--- src/rtl/ether_fcs_tx_if.sv ---
// ether_fcs_tx_if: frame-stream bus into and out of the FCS inserter (beat width N).
interface ether_fcs_tx_if #(
   parameter int unsigned N = 2
);
   logic [N-1:0] axiid;
   logic         axiiv;
   logic         axii_cksum;
   logic [N-1:0] axiod;
   logic         axiov;
   logic         busy;
   logic         err;

   modport master (
      output axiid, axiiv, axii_cksum,
      input  axiod, axiov, busy, err
   );

   modport slave (
      input  axiid, axiiv, axii_cksum,
      output axiod, axiov, busy, err
   );
endinterface

--- src/rtl/ether_fcs_tx.sv ---
// ether_fcs_tx: forwards a dibit/nibble frame with one cycle of latency, appends the Ethernet FCS
// and enforces the IPG. Define ETHER_FCS_PAD_EN to zero-pad short frames up to MIN_BYTES.
module ether_fcs_tx #(
   parameter int unsigned N         = 2,
   parameter int unsigned IPG_BITS  = 96,
   parameter int unsigned MIN_BYTES = 60
) (
   input logic           clk,
   input logic           rst,
   ether_fcs_tx_if.slave bus_io
);
   localparam int unsigned Bpb      = 8 / N;
   localparam int unsigned FcsBeats = 32 / N;
   localparam int unsigned IpgCyc   = IPG_BITS / N;
   localparam logic [31:0] CrcInit  = 32'hFFFF_FFFF;
   localparam logic [31:0] CrcPoly  = 32'hEDB8_8320;

   if (!((N == 2) || (N == 4)) || (MIN_BYTES > 65535)) begin : g_bad_param
      $error("ether_fcs_tx: N must be 2 or 4 and MIN_BYTES must fit in 16 bits");
   end

   typedef enum logic [2:0] {
      StIdle,
      StPass,
`ifdef ETHER_FCS_PAD_EN
      StPad,
`endif
      StFcs,
      StIpg
   } state_e;

   state_e       state_q, state_d;
   logic [31:0]  crc_q, crc_d;
   logic [7:0]   acc_q, acc_d;
   logic [1:0]   beat_q, beat_d;
   logic [15:0]  cnt_q, cnt_d;
   logic         wait_low_q, wait_low_d;
   logic [N-1:0] axiod_q, axiod_d;
   logic         axiov_q, axiov_d;
   logic         err_q, err_d;
`ifdef ETHER_FCS_PAD_EN
   logic [15:0]  bcnt_q, bcnt_d;
`endif

   logic         feed;
   logic [N-1:0] feed_bits;
   logic [31:0]  fcs_word;
   logic [N-1:0] fcs_beat;
   logic         busy;

   // Reflected CRC-32 over one byte, bit 0 first.
   function automatic logic [31:0] crc_byte(input logic [31:0] c, input logic [7:0] b);
      logic [31:0] r;
      r = c ^ {24'h0, b};
      for (int i = 0; i < 8; i++) begin
         r = r[0] ? ((r >> 1) ^ CrcPoly) : (r >> 1);
      end
      return r;
   endfunction

   always_ff @(posedge clk) begin
      if (rst) begin
         state_q    <= StIdle;
         crc_q      <= CrcInit;
         acc_q      <= '0;
         beat_q     <= '0;
         cnt_q      <= '0;
         wait_low_q <= 1'b1;
         axiod_q    <= '0;
         axiov_q    <= 1'b0;
         err_q      <= 1'b0;
`ifdef ETHER_FCS_PAD_EN
         bcnt_q     <= '0;
`endif
      end else begin
         state_q    <= state_d;
         crc_q      <= crc_d;
         acc_q      <= acc_d;
         beat_q     <= beat_d;
         cnt_q      <= cnt_d;
         wait_low_q <= wait_low_d;
         axiod_q    <= axiod_d;
         axiov_q    <= axiov_d;
         err_q      <= err_d;
`ifdef ETHER_FCS_PAD_EN
         bcnt_q     <= bcnt_d;
`endif
      end
   end

   always_comb begin
      state_d    = state_q;
      crc_d      = crc_q;
      acc_d      = acc_q;
      beat_d     = beat_q;
      cnt_d      = cnt_q;
      wait_low_d = wait_low_q;
      axiod_d    = '0;
      axiov_d    = 1'b0;
      err_d      = 1'b0;
      feed       = 1'b0;
      feed_bits  = bus_io.axiid;
`ifdef ETHER_FCS_PAD_EN
      bcnt_d     = bcnt_q;
`endif
      if (!bus_io.axiiv) wait_low_d = 1'b0;
      // Overrun: flag the run once and keep its tail from starting a frame.
      if (busy && bus_io.axiiv) begin
         wait_low_d = 1'b1;
         err_d      = !wait_low_q;
      end

      unique case (state_q)
         StIdle: begin
            crc_d  = CrcInit;
            acc_d  = '0;
            beat_d = '0;
            cnt_d  = '0;
`ifdef ETHER_FCS_PAD_EN
            bcnt_d = '0;
`endif
            if (bus_io.axiiv && !wait_low_q) begin
               state_d = StPass;
               axiod_d = bus_io.axiid;
               axiov_d = 1'b1;
               feed    = bus_io.axii_cksum;
            end
         end
         StPass: begin
            if (bus_io.axiiv) begin
               axiod_d = bus_io.axiid;
               axiov_d = 1'b1;
               feed    = bus_io.axii_cksum;
            end else begin
               err_d   = (beat_q != 2'd0);
               acc_d   = '0;
               beat_d  = '0;
               axiov_d = 1'b1;
`ifdef ETHER_FCS_PAD_EN
               if (bcnt_q < 16'(MIN_BYTES)) begin
                  state_d   = StPad;
                  feed      = 1'b1;
                  feed_bits = '0;
               end else
`endif
               begin
                  state_d = StFcs;
                  axiod_d = fcs_beat;
                  cnt_d   = 16'd1;
               end
            end
         end
`ifdef ETHER_FCS_PAD_EN
         StPad: begin
            axiov_d   = 1'b1;
            feed      = 1'b1;
            feed_bits = '0;
         end
`endif
         StFcs: begin
            axiov_d = 1'b1;
            axiod_d = fcs_beat;
            cnt_d   = cnt_q + 16'd1;
            if (cnt_q == 16'(FcsBeats - 1)) begin
               state_d = StIpg;
               cnt_d   = '0;
            end
         end
         StIpg: begin
            cnt_d = cnt_q + 16'd1;
            if (cnt_q == 16'(IpgCyc - 1)) begin
               state_d = StIdle;
               cnt_d   = '0;
            end
         end
         default: state_d = StIdle;
      endcase

      // Beats fill the byte MSB-first; the CRC advances once per completed byte.
      if (feed) begin
         acc_d[7 - N * beat_d -: N] = feed_bits;
         if (beat_d == 2'(Bpb - 1)) begin
            crc_d  = crc_byte(crc_d, acc_d);
            beat_d = '0;
`ifdef ETHER_FCS_PAD_EN
            bcnt_d = bcnt_d + 16'd1;
`endif
         end else begin
            beat_d = beat_d + 2'd1;
         end
      end
`ifdef ETHER_FCS_PAD_EN
      if ((state_q == StPad) && (bcnt_d == 16'(MIN_BYTES))) state_d = StFcs;
`endif
   end

   always_comb begin
      // FCS bytes low byte first, each MSB-first, flattened into one left-to-right word.
      fcs_word = {~crc_q[7:0], ~crc_q[15:8], ~crc_q[23:16], ~crc_q[31:24]} << (N * cnt_q);
      fcs_beat = fcs_word[31 -: N];
      busy     = (state_q != StIdle) && (state_q != StPass);
   end

   assign bus_io.axiod = axiod_q;
   assign bus_io.axiov = axiov_q;
   assign bus_io.err   = err_q;
   assign bus_io.busy  = busy;
endmodule

--- src/flat_wrapper.sv ---
// flat-port wrapper written by rule: the top's interface ports become plain ports
module ether_fcs_tx_flat 
#(
   parameter int unsigned N         = 2,
   parameter int unsigned IPG_BITS  = 96,
   parameter int unsigned MIN_BYTES = 60
)
  (clk, rst, bus_io_axiid, bus_io_axiiv, bus_io_axii_cksum, bus_io_axiod, bus_io_axiov, bus_io_busy, bus_io_err);
  ether_fcs_tx_if #(.N(N)) bus_io_i ();
  input logic clk;
  input logic rst;
  input wire logic [$bits(bus_io_i.axiid)-1:0] bus_io_axiid;
  input wire logic [$bits(bus_io_i.axiiv)-1:0] bus_io_axiiv;
  input wire logic [$bits(bus_io_i.axii_cksum)-1:0] bus_io_axii_cksum;
  output wire logic [$bits(bus_io_i.axiod)-1:0] bus_io_axiod;
  output wire logic [$bits(bus_io_i.axiov)-1:0] bus_io_axiov;
  output wire logic [$bits(bus_io_i.busy)-1:0] bus_io_busy;
  output wire logic [$bits(bus_io_i.err)-1:0] bus_io_err;
  assign bus_io_i.axiid = bus_io_axiid;
  assign bus_io_i.axiiv = bus_io_axiiv;
  assign bus_io_i.axii_cksum = bus_io_axii_cksum;
  assign bus_io_axiod = bus_io_i.axiod;
  assign bus_io_axiov = bus_io_i.axiov;
  assign bus_io_busy = bus_io_i.busy;
  assign bus_io_err = bus_io_i.err;
  ether_fcs_tx #(.N(N), .IPG_BITS(IPG_BITS), .MIN_BYTES(MIN_BYTES)) u_core (.clk(clk), .rst(rst), .bus_io(bus_io_i));
endmodule
--- config.mk ---
export PLATFORM = sky130hd
export DESIGN_NAME = ether_fcs_tx_flat
export DESIGN_NICKNAME = d
export VERILOG_FILES = /design/src/rtl/ether_fcs_tx_if.sv /design/src/rtl/ether_fcs_tx.sv /design/src/flat_wrapper.sv
export SDC_FILE = /design/constraint.sdc
export NUM_CORES = 1
export LEC_CHECK = 0
export ABC_AREA = 1
export ABC_CLOCK_PERIOD_IN_PS = 4870
export BUFFER_PORTS_ARGS = -buffer_cell sky130_fd_sc_hd__buf_2
export CORE_ASPECT_RATIO = 0.75
export CORE_UTILIZATION = 30
export CTS_BUF_LIST = sky130_fd_sc_hd__clkbuf_8 sky130_fd_sc_hd__clkbuf_16
export DETAILED_ROUTE_END_ITERATION = 8
export GPL_ROUTABILITY_DRIVEN = 0
export PLACE_DENSITY = 0.55
export SYNTH_ARGS = -nofsm -noshare
export SYNTH_HDL_FRONTEND = slang
export SYNTH_SLANG_ARGS = --single-unit
--- constraint.sdc ---
create_clock -name clk -period 4.87 [get_ports clk]
set_clock_uncertainty 0.15 [all_clocks]
set_input_delay 0.7305 -clock clk [delete_from_list [all_inputs] [get_ports clk]]
set_output_delay 0.7305 -clock clk [all_outputs]
set_load 0.005 [all_outputs]
== After elaboration in Yosys (flattened, before gate mapping) ==
Cells that the tools add are included.

* Shift-type cells: 3
* Bitwise operators: 13
* Mux-type cells: 39
* Equality and inequality tests: 11
* Add/subtract/negate cells: 4
* Reductions and logical operators: 12

{| class="wikitable"
|+ Operators by type and width
! cell !! count
|-
| 32-bit 2-to-1 mux || 11
|-
| 13-bit NOT with 14-bit output || 8
|-
| 16-bit one-hot mux with 4 select lines || 1
|-
| 16-bit 2-to-1 mux || 3
|-
| 32-bit negation with 34-bit output || 1
|-
| 2-bit by 34-bit variable shift with 9-bit output, first input constant || 1
|-
| 2-bit by 34-bit indexed part select with 9-bit output || 1
|-
| 8-bit NOT || 4
|-
| 32-bit by 17-bit left shift with 32-bit output || 1
|-
| 32-bit by 8-bit bitwise XOR with 32-bit output || 1
|-
| 16-bit by 1-bit adder with 16-bit output, second input constant || 1
|-
| 16-bit by 4-bit == test with 1-bit output, second input constant || 1
|-
| 16-bit by 6-bit == test with 1-bit output, second input constant || 1
|-
| 8-bit 2-to-1 mux || 2
|-
| 8-bit one-hot mux with 2 select lines || 1
|-
| 3-bit 2-to-1 mux || 4
|-
| 3-bit one-hot mux with 4 select lines || 1
|-
| 2-bit 2-to-1 mux || 5
|-
| 8-bit bitwise mux || 1
|-
| 3-bit by 2-bit == test with 1-bit output, second input constant || 2
|-
| 1-bit 2-to-1 mux || 6
|-
| 2-bit by 1-bit != test with 1-bit output, second input constant || 3
|-
| 2-bit one-hot mux with 3 select lines || 1
|-
| 1-bit one-hot mux with 2 select lines || 2
|-
| 16 further kinds || 19
|}

* Register bits: 66
* Output and inout port bits: 5
* Logic and storage cells: 91

== Longest topological paths before layout ==
Gate-level depths: netlist of run 1.

* Word-level depth: 25
* Mapped depth: 23

== Worst setup path before layout of run 1 ==
OpenSTA, ideal clock, no wires.

* Path type: flip-flop to flip-flop
* Start: register u_core.state_q[0]
* End: register u_core.crc_q[19]
* Setup time: 115 ps
* Data required time: 4605 ps
* Setup slack: 1873 ps
* Data arrival time: 2732 ps
* Stages on the path, launching flop included: 23
* Cell sequence: dfxtp_1 > inv_1 > ha_1 > o21ai_2 > nand2_2 > inv_1 > ha_1 > buf_2 > clkinv_1 > nor2_1 > nand2_1 > nand2_2 > nand2_2 > nand2_4 > nand2_1 > nand2_4 > nand2_1 > nand2_2 > nand2_2 > nand2_1 > nand2_1 > nand3_1 > nand2_1

* Cells in the longest elaborated chain, start to end: 22

{| class="wikitable"
|+ RTL lines
! what !! RTL line !! text
|-
| start: declaration || ether_fcs_tx.sv:32 || <nowiki>state_e state_q, state_d;</nowiki>
|-
| start signal: assignment || ether_fcs_tx.sv:63 || <nowiki>state_q <= StIdle;</nowiki>
|-
| start signal: assignment || ether_fcs_tx.sv:76 || <nowiki>state_q <= state_d;</nowiki>
|-
| 3-bit by 1-bit == test with 1-bit output or 3-bit logical NOT (tied branches) || ether_fcs_tx.sv:113 || <nowiki>unique case (state_q)</nowiki>
|-
| 2-bit one-hot mux with 2 select lines || ether_fcs_tx.sv:113 ||
|-
| 3-bit by 3-bit subtractor with 4-bit output || ether_fcs_tx.sv:181 || <nowiki>acc_d[7 - N * beat_d -: N] = feed_bits;</nowiki>
|-
| 32-bit negation with 34-bit output || ether_fcs_tx.sv:181 ||
|-
| 2-bit by 34-bit indexed part select with 9-bit output or 2-bit by 34-bit variable shift with 9-bit output (tied branches) || ether_fcs_tx.sv:181 ||
|-
| 8-bit bitwise mux || ether_fcs_tx.sv:181 ||
|-
| 32-bit by 8-bit bitwise XOR with 32-bit output || ether_fcs_tx.sv:54 || <nowiki>r = c ^ {24'h0, b};</nowiki>
|-
| 32-bit 2-to-1 mux (2 in series) || ether_fcs_tx.sv:56 || <nowiki>r = r[0] ? ((r >> 1) ^ CrcPoly) : (r >> 1);</nowiki>
|-
| [... 5 more ...] || -- ||
|-
| 13-bit NOT with 14-bit output (no line) || -- ||
|-
| 32-bit 2-to-1 mux || ether_fcs_tx.sv:56 ||
|-
| 13-bit NOT with 14-bit output (no line) || -- ||
|-
| 32-bit 2-to-1 mux || ether_fcs_tx.sv:56 ||
|-
| 13-bit NOT with 14-bit output (no line) || -- ||
|-
| 32-bit 2-to-1 mux || ether_fcs_tx.sv:56 ||
|-
| 32-bit 2-to-1 mux || ether_fcs_tx.sv:182 || <nowiki>if (beat_d == 2'(Bpb - 1)) begin</nowiki>
|-
| 32-bit 2-to-1 mux (*) || ether_fcs_tx.sv:180 || <nowiki>if (feed) begin</nowiki>
|-
| end signal: assignment || ether_fcs_tx.sv:64 || <nowiki>crc_q <= CrcInit;</nowiki>
|-
| end signal: assignment || ether_fcs_tx.sv:77 || <nowiki>crc_q <= crc_d;</nowiki>
|-
| end: declaration || ether_fcs_tx.sv:33 || <nowiki>logic [31:0] crc_q, crc_d;</nowiki>
|}

Mark *: on every way between the ends. The rest lies on a longest branch, timed or not.
A chain may end at the register's enable or synchronous reset.

== Worst setup path in the final report of run 1 ==
* Start: register u_core.state_q[1]
* End: register u_core.crc_q[26]

* Cells in the longest elaborated chain, start to end: 21

{| class="wikitable"
|+ RTL lines
! what !! RTL line
|-
| 3-bit by 1-bit == test with 1-bit output or 3-bit logical NOT (tied branches) || ether_fcs_tx.sv:113
|-
| 2-bit one-hot mux with 2 select lines || ether_fcs_tx.sv:113
|-
| 3-bit by 3-bit subtractor with 4-bit output || ether_fcs_tx.sv:181
|-
| 32-bit negation with 34-bit output || ether_fcs_tx.sv:181
|-
| 2-bit by 34-bit indexed part select with 9-bit output or 2-bit by 34-bit variable shift with 9-bit output (tied branches) || ether_fcs_tx.sv:181
|-
| 8-bit bitwise mux || ether_fcs_tx.sv:181
|-
| 32-bit by 8-bit bitwise XOR with 32-bit output || ether_fcs_tx.sv:54
|-
| 32-bit 2-to-1 mux (3 in series) || ether_fcs_tx.sv:56
|-
| [... 2 more ...] || --
|-
| 13-bit NOT with 14-bit output (no line) || --
|-
| 32-bit 2-to-1 mux (2 in series) || ether_fcs_tx.sv:56
|-
| 13-bit NOT with 14-bit output (no line) || --
|-
| 32-bit 2-to-1 mux || ether_fcs_tx.sv:56
|-
| 13-bit NOT with 14-bit output (no line) || --
|-
| 32-bit 2-to-1 mux || ether_fcs_tx.sv:56
|-
| 32-bit 2-to-1 mux || ether_fcs_tx.sv:182
|-
| 32-bit 2-to-1 mux (*) || ether_fcs_tx.sv:180
|}

Marked as above.

==> results of run 1 <==
-- how the worst max path moves through the flow --
stage	start	to	cells past startpoint
2_1_floorplan	u_core.state_q[0]	u_core.crc_q[19]	22
3_3_place_gp	bus_io_axiiv	u_core.crc_q[19]	21
3_5_place_dp	bus_io_axiiv	u_core.crc_q[26]	21
4_1_cts	u_core.state_q[1]	u_core.crc_q[19]	21
5_1_grt	u_core.state_q[1]	u_core.crc_q[26]	21
6_report	u_core.state_q[1]	u_core.crc_q[26]	21
-- per-layer routing --
metal	up-vias	part of all wire [%]
met5	-	0
met4	0	1.0
met3	16	6.1
met2	155	39
met1	2123	54
li1	2373	-
-- state kept, by name, summed over array words and instances (netlist names) --
| signal | count |
|---|---|
| u_core.beat_q | 2 |
| u_core.crc_q | 32 |
| u_core.state_q | 2 |
| u_core.cnt_q | 16 |
| u_core.bus_io.axiov | 1 |
| u_core.acc_q | 8 |
| u_core.wait_low_q | 1 |
| u_core.bus_io.err | 1 |
| u_core.bus_io.axiod | 2 |
-- cells by family (layout without fill, tap and decap cells) --
family	Yosys count	after routing	synth area share, %
XOR/XNOR	33	33	6.68
buffers and inverters	99	103	8.62
AO/OA/AOI/OAI	137	137	16.0
AND/OR/NAND/NOR	384	384	37.6
adder cells (fa/ha/maj)	12	12	3.22
flip-flops	65	65	27.9
-- cell usage after synthesis (all sizes together), types with 2 or more instances --
master    n  area [um2]
nor4      5        31.3
nand3    56         295
a211oi    2        15.0
buf       7        53.8
inv      73         277
clkbuf   18        67.6
a221oi    2        17.5
xor2     27         251
nand4     6        37.5
or2       7        46.3
o211ai    6        45.0
ha       12         150
nand2   224         958
nor3b     4        30.0
xnor2     6        60.1
nor3     12        76.3
o221ai    2        17.5
a31oi     3        18.8
o21ai    48         244
a21oi    72         368
dfxtp    65        1300
nor2     68         263
-- power by group through the flow --
stage          clock (uW)  sequential (uW)  combinational, uW
4_1_cts               675              621                685
3_3_place_gp            0              632                688
6_report              657              624                692
2_1_floorplan           0              609                539
3_5_place_dp            0              632                682
5_1_grt               691              628                765
-- through the flow --
step	total power [uW]	setup WS (ns)	instance area, um2	hold slack [ns]
CTS	1980	0.835	5160	0.338
global placement	1320	0.918	4870	0.326
global route	2080	0.436	5160	0.360
finish	1970	0.755	5160	0.340
floorplan	1150	1.87	4660	0.303
detailed placement	1310	0.850	4870	0.329
-- critical path: stages, from the launching register on --
cell	delay, ns
dfxtp_1	0.39
inv_1	0.14
ha_1	0.26
o21ai_2	0.23
nand2_2	0.15
inv_1	0.11
ha_1	0.41
clkinv_1	0.60
nor2_1	0.29
nand2_1	0.13
nand2_2	0.09
nand2_1	0.05
nand2_1	0.15
nand2_1	0.07
nand2_1	0.24
nand2_1	0.10
nand2_2	0.12
inv_2	0.06
nand2_1	0.05
nand3_1	0.07
nand2_1	0.08
nand2_1	0.05
-- final cells by class --
class | instances | area (um2)
clock buffers | 9 | 225
clock inverters | 7 | 63.8
fillers | 1708 | 10100
inverters | 74 | 280
multi-input cells | 566 | 2960
flip-flops and latches | 65 | 1300
well taps | 205 | 256
repair buffers | 13 | 72.6
==> impl_metrics.env, run 1 <==
export IMPL_antenna_found_initial=0
export IMPL_vdd_drop_max_mv=0.144
export IMPL_required_ns=4.96
export IMPL_ys_types=44
export IMPL_ctsHoldBuffers=0
export IMPL_hold_end="u_core.acc_q[1]"
export IMPL_syn_cell_area_um2=4660
export IMPL_critPathKind="reg -> reg"
export IMPL_die_w_um=146
export IMPL_dp_cells=923
export IMPL_worstReg2RegEnd="u_core.crc_q[26]"
export IMPL_synth_async_reset_ratio_pct=0
export IMPL_hold_path_class="reg -> reg"
export IMPL_clockRootBuffer="clkbuf_16"
export IMPL_die_y_um=110
export IMPL_yosysWarningCount=0
export IMPL_cts_resized=0
export IMPL_wire_per_inst_um=15.2
export IMPL_cts_tree="done"
export IMPL_hold_start="u_core.acc_q[1]"
export IMPL_synth_seq_cells=65
export IMPL_grt_pass1_wl_mm=22.6
export IMPL_port_buffers=10
export IMPL_setup_viol=0
export IMPL_hold_path_cell_count=2
export IMPL_die_area_um2=16000
export IMPL_synth_flop_cell="dfxtp_1"
export IMPL_final_common_cell="nand2_1"
export IMPL_cts_path_max_buffers=2
export IMPL_switchingPower_uw=810
export IMPL_numCtsBuffers=9
export IMPL_clock_sinks=65
export IMPL_crit_fanout=17
export IMPL_grtUsageMet2_pct=26.3
export IMPL_reg2reg_from="u_core.state_q[1]"
export IMPL_synth_cells=730
export IMPL_grt_setup_unrepaired="no"
export IMPL_syn_to_final_growth_pct=10.7
export IMPL_viasPerCell=4.97
export IMPL_num_rows=39
export IMPL_instances_no_fill=939
export IMPL_ys_seq_area_share_pct=27.9
export IMPL_core_um2=15200
export IMPL_syn_avg_cell_area_um2=6.38
export IMPL_grt_pass1_vias=4032
export IMPL_max_slew_worst_pin_slew_ns=0.872
export IMPL_status="complete, no violations"
export IMPL_post_cts_buffers=0
export IMPL_relSlewSlack_pct=41.9
export IMPL_r2r_cells=21
export IMPL_maxSlewViolCount=0
export IMPL_grt_max_degree=40
export IMPL_clk_pin_slew_ns=0.06
export IMPL_combPwrFrac_pct=35.1
export IMPL_dpl_hpwl_mm=10.4
export IMPL_ios=11
export IMPL_clk_latency_ns=0.35
export IMPL_critPathLaunchType="flop"
export IMPL_num_vias=4667
export IMPL_grt_ovfl_total=0
export IMPL_drt_initial_drc_count=357
export IMPL_final_layout_size_suffix_gt1_share_pct=11.7
export IMPL_p_int_uw=1160
export IMPL_mostFrequentLayoutCells="191 x nand2_1, 70 x inv_1, 70 x a21oi_1"
export IMPL_power_density_nw_per_um2=382
export IMPL_grt_use_met3_pct=3.69
export IMPL_fin_nets=747
export IMPL_r2r_slack_ns=0.75
export IMPL_syn_num_nets=748
export IMPL_setup_tns_ns=0
export IMPL_timing_final_crit_share_pct=84.5
export IMPL_top_usage_layer="met1"
export IMPL_p_seq_share_pct=31.6
export IMPL_track_usage_pct=18.7
export IMPL_maxCapViolCount=0
export IMPL_ant_nets=0
export IMPL_drt_total_wl_mm=14.3
export IMPL_fmax_mhz=243
export IMPL_arrival_ns=4.21
export IMPL_htreeDepth=3
export IMPL_synth_edf_count=0
export IMPL_diodes=0
export IMPL_p_leak_uw=0.00211
export IMPL_start_util_pct=30.6
export IMPL_use_met1_pct=28.1
export IMPL_fin_crit_ns=4.12
export IMPL_swShare_pct=41.1
export IMPL_worst_setup_path_end_kind="flop"
export IMPL_final_hold_violation_count=0
export IMPL_dr_pass1_iters=7
export IMPL_drc=0
export IMPL_p_clk_share_pct=33.3
export IMPL_fin_util_pct=33.9
Power figures use the tool's default switching activity.
==> run 2: changes to the inputs <==
--- a/config.mk
+++ b/config.mk
@@ -5,8 +5,8 @@
 export SDC_FILE = /design/constraint.sdc
 export NUM_CORES = 1
 export LEC_CHECK = 0
-export ABC_AREA = 1
-export ABC_CLOCK_PERIOD_IN_PS = 4870
+export ABC_AREA = 0
+export ABC_CLOCK_PERIOD_IN_PS = 4300
 export BUFFER_PORTS_ARGS = -buffer_cell sky130_fd_sc_hd__buf_2
 export CORE_ASPECT_RATIO = 0.75
 export CORE_UTILIZATION = 30
==> constraint.sdc (replaced) <==
create_clock -name clk -period 4.3 [get_ports clk]
set_clock_uncertainty 0.15 [all_clocks]
set_input_delay 0.645 -clock clk [delete_from_list [all_inputs] [get_ports clk]]
set_output_delay 0.645 -clock clk [all_outputs]
set_load 0.005 [all_outputs]
==> run 2 against run 1 <==
  * Cell area shrank 4.5%
  * Die area shrank 5.9%
  * Sequential cell count did not move
  * Final cell count decreased by 24%
  * Sequential share of layout area is 1.2 points higher
  * Routed wire length is 21% lower
  * Critical path type unchanged
  * Global-route usage is 2.4 points lower
==> impl_metrics.env, run 2 <==
export IMPL_setup_viol=0
export IMPL_setup_tns_ns=0
export IMPL_ys_seq_area_share_pct=29.7
export IMPL_dr_pass1_iters=4
export IMPL_fillers=1479
export IMPL_reg_largest_list="u_core.crc_q (32), u_core.cnt_q (16), u_core.acc_q (8)"
export IMPL_ios=11
export IMPL_die_y_um=107
export IMPL_antenna_found_initial=0
export IMPL_netlist_top_cells_count="89 x nor2_1, 65 x dfxtp_1, 48 x xnor2_1"
export IMPL_placed_area_um2=4600
export IMPL_hold_path_class="reg -> reg"
export IMPL_die_area_um2=15100
export IMPL_worst_setup_path_end_kind="flop"
export IMPL_clockRootBuffer="clkbuf_16"
export IMPL_grt_max_degree=59
export IMPL_cts_path_max_buffers=2
export IMPL_worstReg2RegEnd="u_core.crc_q[13]"
export IMPL_syn_cell_area_um2=4380
export IMPL_critPathLaunchType="flop"
export IMPL_r2r_slack_ns=0.38
export IMPL_hold_path_cell_count=2
export IMPL_syn_num_nets=539
export IMPL_status="complete, no violations"
export IMPL_synth_flop_cell="dfxtp_1"
export IMPL_start_util_pct=31.3
export IMPL_r2r_cells=13
export IMPL_grt_pass1_vias=3540
export IMPL_syn_avg_cell_area_um2=8.41
export IMPL_num_rows=37
export IMPL_multi_input_area_um2=2920
export IMPL_ys_types=55
export IMPL_synth_top_area_share_pct=29.7
export IMPL_core_um2=14000
export IMPL_port_buffers=10
export IMPL_synth_top_cells_by_area="dfxtp_1 30%, xnor2_1 9.6%, nor2_1 7.6%"
export IMPL_clk_latency_ns=0.34
export IMPL_final_common_cell="nor2_1"
export IMPL_final_hold_violation_count=0
export IMPL_crit_fanout=10
export IMPL_htreeDepth=3
export IMPL_hold_start="u_core.acc_q[5]"
export IMPL_arrival_ns=4.00
export IMPL_cts_resized=0
export IMPL_required_ns=4.38
export IMPL_diodes=0
export IMPL_final_layout_size_suffix_gt1_share_pct=12.1
export IMPL_synth_async_reset_ratio_pct=0
export IMPL_cts_tree="done"
export IMPL_drt_total_wl_mm=11.3
export IMPL_grt_setup_unrepaired="no"
export IMPL_design_area_um2=4920
export IMPL_viasPerCell=5.20
export IMPL_timing_final_crit_share_pct=91.1
export IMPL_fin_nets=535
export IMPL_grt_ovfl_total=0
export IMPL_power_density_nw_per_um2=422
export IMPL_syn_to_final_growth_pct=12.5
export IMPL_relSlewSlack_pct=42.2
export IMPL_num_vias=3725
export IMPL_vdd_drop_max_mv=0.239
export IMPL_yosysTopAreaCell="dfxtp_1"
export IMPL_grt_pass1_wl_mm=18.7
export IMPL_synth_edf_count=0
export IMPL_fin_crit_ns=3.92
export IMPL_track_usage_pct=16.3
export IMPL_post_synth_top_count_cell="nor2_1"
export IMPL_die_w_um=142
export IMPL_maxSlewViolCount=0
export IMPL_dpl_hpwl_mm=8.04
export IMPL_p_leak_uw=0.00170
export IMPL_critPathKind="reg -> reg"
export IMPL_wire_per_inst_um=15.7
export IMPL_fmax_mhz=255
export IMPL_synth_cells=521
export IMPL_largest_register="u_core.crc_q"
export IMPL_yosysWarningCount=0
export IMPL_fin_util_pct=35.2
export IMPL_ant_nets=0
export IMPL_seq_area_um2=1300
export IMPL_synth_seq_cells=65
export IMPL_clk_pin_slew_ns=0.06
export IMPL_post_cts_buffers=0
export IMPL_maxCapViolCount=0
export IMPL_clock_sinks=65
export IMPL_mostFrequentLayoutCells="89 x nor2_1, 65 x dfxtp_1, 48 x xnor2_1"
export IMPL_ctsHoldBuffers=0
export IMPL_reg2reg_from="u_core.state_q[1]"
export IMPL_drt_initial_drc_count=283
export IMPL_hold_end="u_core.acc_q[5]"
export IMPL_numCtsBuffers=9
export IMPL_largest_reg_flops=32
export IMPL_max_slew_worst_pin_slew_ns=0.863
export IMPL_drc=0
-- run 2: cell types whose count changed after synthesis, moves of 9 or more --
cell,change
xnor2_1,+43
nand2_1,-159
or3_1,+9
inv_1,-60
o21ai_0,-24
nand3_1,-41
nor2_1,+24
nand2b_1,+14
mux4_2,+10
a21oi_1,-36
nand2_2,-26
-- run 2: cell families (layout without fill, tap and decap cells) --
logic type | after synthesis | in the layout | share of synthesized area, %
xor+xnor | 78 | 78 | 17.4
buf+inv | 40 | 41 | 3.69
compound gates | 100 | 100 | 15.8
simple gates | 210 | 210 | 23.3
flops | 65 | 65 | 29.7
mux | 16 | 16 | 6.57
fa+ha+maj | 12 | 12 | 3.43
-- run 2: layout make-up --
class / instances / area share [%]
multi-input cells: 416 / 59.3
flip-flops and latches: 65 / 26.4
well taps: 195 / 4.95
clock buffers: 9 / 4.57
clock inverters: 7 / 2.08
repair buffers: 17 / 2.08
inverters: 8 / 0.610
-- run 2: worst max-delay path by stage --
stage                                 start               end  slack, ns
after floorplan           u_core.state_q[1]  u_core.crc_q[13]       0.73
after global placement    u_core.state_q[1]  u_core.crc_q[17]       0.56
after detailed placement  u_core.state_q[1]  u_core.crc_q[13]       0.46
after CTS                 u_core.state_q[1]  u_core.crc_q[13]       0.42
after global routing      u_core.state_q[1]  u_core.crc_q[13]       0.04
final                     u_core.state_q[1]  u_core.crc_q[13]       0.38
-- run 2: where the power goes --
group	switching (uW)	leakage, uW	internal (uW)
sequential	37.1	0.000526	623
combinational	414	0.00102	193
clock	301	0.000156	512
-- run 2: per-stage QoR --
| stage | power (uW) | instances | setup WS (ns) | hold slack (ns) |
|---|---|---|---|---|
| after floorplan | 1120 | 521 | 0.725 | 0.282 |
| after global placement | 1270 | 701 | 0.563 | 0.301 |
| after detailed placement | 1280 | 701 | 0.458 | 0.299 |
| after CTS | 2100 | 717 | 0.421 | 0.309 |
| after global routing | 2190 | 717 | 0.0430 | 0.348 |
| final | 2080 | 717 | 0.382 | 0.305 |
-- run 2: worst max-delay path, cell delays in order, from the launching register on --
cell       delay [ns]
dfxtp_1          0.40
inv_1            0.14
ha_1             0.30
o2bb2ai_1        0.29
nand2_1          0.15
inv_1            0.20
ha_1             0.38
nand4_1          0.19
a221oi_1         0.31
o21ai_1          0.16
xnor2_2          0.29
xnor2_1          0.22
or3_1            0.40
a31o_1           0.22
-- run 2: routing by layer --
| layer | share of wire [%] | wire, um | vias up | global-route usage (%) |
|---|---|---|---|---|
| met5 | 0 | 0 | - | 0 |
| met4 | 1.3 | 148 | 0 | 5.38 |
| met3 | 4.0 | 450 | 11 | 3.57 |
| met2 | 42 | 4740 | 68 | 23.6 |
| met1 | 53 | 5930 | 1825 | 23.6 |
| li1 | - | - | 1821 | - |
==> run 3: changes to the inputs <==
--- a/config.mk
+++ b/config.mk
@@ -6,7 +6,7 @@
 export NUM_CORES = 1
 export LEC_CHECK = 0
 export ABC_AREA = 0
-export ABC_CLOCK_PERIOD_IN_PS = 4300
+export ABC_CLOCK_PERIOD_IN_PS = 4450
 export BUFFER_PORTS_ARGS = -buffer_cell sky130_fd_sc_hd__buf_2
 export CORE_ASPECT_RATIO = 0.75
 export CORE_UTILIZATION = 30
==> constraint.sdc (replaced) <==
create_clock -name clk -period 4.45 [get_ports clk]
set_clock_uncertainty 0.15 [all_clocks]
set_input_delay 0.6675 -clock clk [delete_from_list [all_inputs] [get_ports clk]]
set_output_delay 0.6675 -clock clk [all_outputs]
set_load 0.005 [all_outputs]
==> run 3 against run 2 <==
  * First-iteration DRC count shrank 14%
  * Sequential power shrank 3.5%
  * Sequential cell count is the same
  * Critical path type unchanged
  * Largest power group unchanged
==> impl_metrics.env, run 3 (synthesized netlist as in run 2, its figures left out) <==
export IMPL_die_y_um=107
export IMPL_syn_to_final_growth_pct=13.5
export IMPL_mostFrequentLayoutCells="89 x nor2_1, 65 x dfxtp_1, 48 x xnor2_1"
export IMPL_drc=0
export IMPL_reg_largest_list="u_core.crc_q (32), u_core.cnt_q (16), u_core.acc_q (8)"
export IMPL_critPathLaunchType="flop"
export IMPL_cp_top_family="compound AO/OA/AOI/OAI gates"
export IMPL_grt_pass1_vias=3542
export IMPL_clk_latency_ns=0.34
export IMPL_hold_path_class="reg -> reg"
export IMPL_core_um2=14000
export IMPL_placed_area_um2=4620
export IMPL_power_uw=2070
export IMPL_track_usage_pct=16.1
export IMPL_clk_pin_slew_ns=0.06
export IMPL_path_buf_inv=2
export IMPL_ios=11
export IMPL_max_slew_worst_pin_slew_ns=0.793
export IMPL_setup_viol=0
export IMPL_numCtsBuffers=9
export IMPL_post_cts_buffers=0
export IMPL_port_buffers=10
export IMPL_dpl_hpwl_mm=8.16
export IMPL_setup_tns_ns=0
export IMPL_final_common_cell="nor2_1"
export IMPL_p_leak_uw=0.00173
export IMPL_vdd_drop_max_mv=0.252
export IMPL_slowest_delay_ns=0.40
export IMPL_ant_nets=0
export IMPL_diodes=0
export IMPL_reg2reg_from="u_core.state_q[1]"
export IMPL_drt_initial_drc_count=243
export IMPL_r2r_cells=13
export IMPL_grt_ovfl_total=0
export IMPL_worst_slack_ns=0.521
export IMPL_htreeDepth=3
export IMPL_design_area_um2=4970
export IMPL_r2r_slack_ns=0.52
export IMPL_status="complete, no violations"
export IMPL_hold_path_cell_count=2
export IMPL_fin_crit_ns=3.93
export IMPL_cts_tree="done"
export IMPL_largest_register="u_core.crc_q"
export IMPL_worst_setup_path_end_kind="flop"
export IMPL_hold_start="u_core.acc_q[5]"
export IMPL_fin_util_pct=35.6
export IMPL_required_ns=4.53
export IMPL_fin_nets=538
export IMPL_pre_cts_slack_ns=0.585
export IMPL_critPathKind="reg -> reg"
export IMPL_timing_final_crit_share_pct=88.3
export IMPL_relSlewSlack_pct=47.0
export IMPL_die_w_um=142
export IMPL_wire_per_inst_um=15.6
export IMPL_cts_path_max_buffers=2
export IMPL_fillers=1459
export IMPL_crit_path_cell_trace="inv_1, ha_1, o2bb2ai_1, nand2_1, inv_1, ha_1, nand4_1, a221oi_1, o21ai_1, xnor2_2, xnor2_1, or3_1, a31o_1"
export IMPL_drt_total_wl_mm=11.2
export IMPL_maxSlewViolCount=0
export IMPL_viasPerCell=5.15
export IMPL_grt_pass1_wl_mm=18.6
export IMPL_dr_pass1_iters=4
export IMPL_ctsHoldBuffers=0
export IMPL_fmax_mhz=255
export IMPL_clockRootBuffer="clkbuf_16"
export IMPL_arrival_ns=4.01
export IMPL_worstReg2RegEnd="u_core.crc_q[13]"
export IMPL_final_hold_violation_count=0
export IMPL_hold_end="u_core.acc_q[5]"
export IMPL_start_util_pct=31.3
export IMPL_die_area_um2=15100
export IMPL_crit_slowest_cell="dfxtp_1"
export IMPL_grt_setup_unrepaired="no"
export IMPL_crit_fanout=10
export IMPL_num_rows=37
export IMPL_power_density_nw_per_um2=415
export IMPL_largest_reg_flops=32
export IMPL_cts_resized=0
export IMPL_maxCapViolCount=0
export IMPL_final_layout_size_suffix_gt1_share_pct=12.6
export IMPL_antenna_found_initial=0
export IMPL_num_vias=3711
export IMPL_grt_max_degree=59
export IMPL_clock_sinks=65
## run 3: cell type report
| class | count | area [um2] | area share (%) |
|---|---|---|---|
| multi-input cells | 416 | 2920 | 58.7 |
| flip-flops and latches | 65 | 1300 | 26.2 |
| well taps | 195 | 244 | 4.91 |
| clock buffers | 9 | 225 | 4.53 |
| clock inverters | 7 | 128 | 2.57 |
| repair buffers | 20 | 125 | 2.52 |
| inverters | 8 | 30.0 | 0.604 |
## run 3: worst register-to-register path, delay by kind of cell (launching register included)
family          cells  cell delay, ns
compound gates      4            1.02
xor+xnor            2            0.50
fa+ha+maj           2            0.69
buf+inv             2            0.33
flops               1            0.40
simple gates        3            0.74
## run 3: report_power, final
part / switching, uW / total, uW / leakage, uW / internal, uW
clock: 293 / 847 / 0.000172 / 554
combinational: 396 / 582 / 0.00104 / 186
sequential: 35.1 / 637 / 0.000526 / 602
total: 724 / 2070 / 0.00173 / 1340
## run 3: per-layer routing
metal	global-route usage (%)	vias up	wire (um)
li1	-	1830	-
met3	3.89	4	659
met4	5.30	0	92
met5	0	-	0
met2	23.2	84	4680
met1	23.2	1793	5780
## run 3: worst max-delay path by stage
stage | startpoint | depth (start not counted) | to
6_report | u_core.state_q[1] | 13 | u_core.crc_q[13]
5_1_grt | u_core.state_q[1] | 13 | u_core.crc_q[24]
4_1_cts | u_core.state_q[1] | 13 | u_core.crc_q[13]
3_5_place_dp | u_core.state_q[1] | 13 | u_core.crc_q[13]
3_3_place_gp | u_core.state_q[1] | 13 | u_core.crc_q[24]
2_1_floorplan | bus_io_axiiv | 14 | u_core.crc_q[13]
## run 3: per-stage QoR
stage,hold WS [ns],cells
floorplan,0.282,521
global placement,0.292,704
detailed placement,0.306,704
CTS,0.317,720
global route,0.342,720
finish,0.321,720
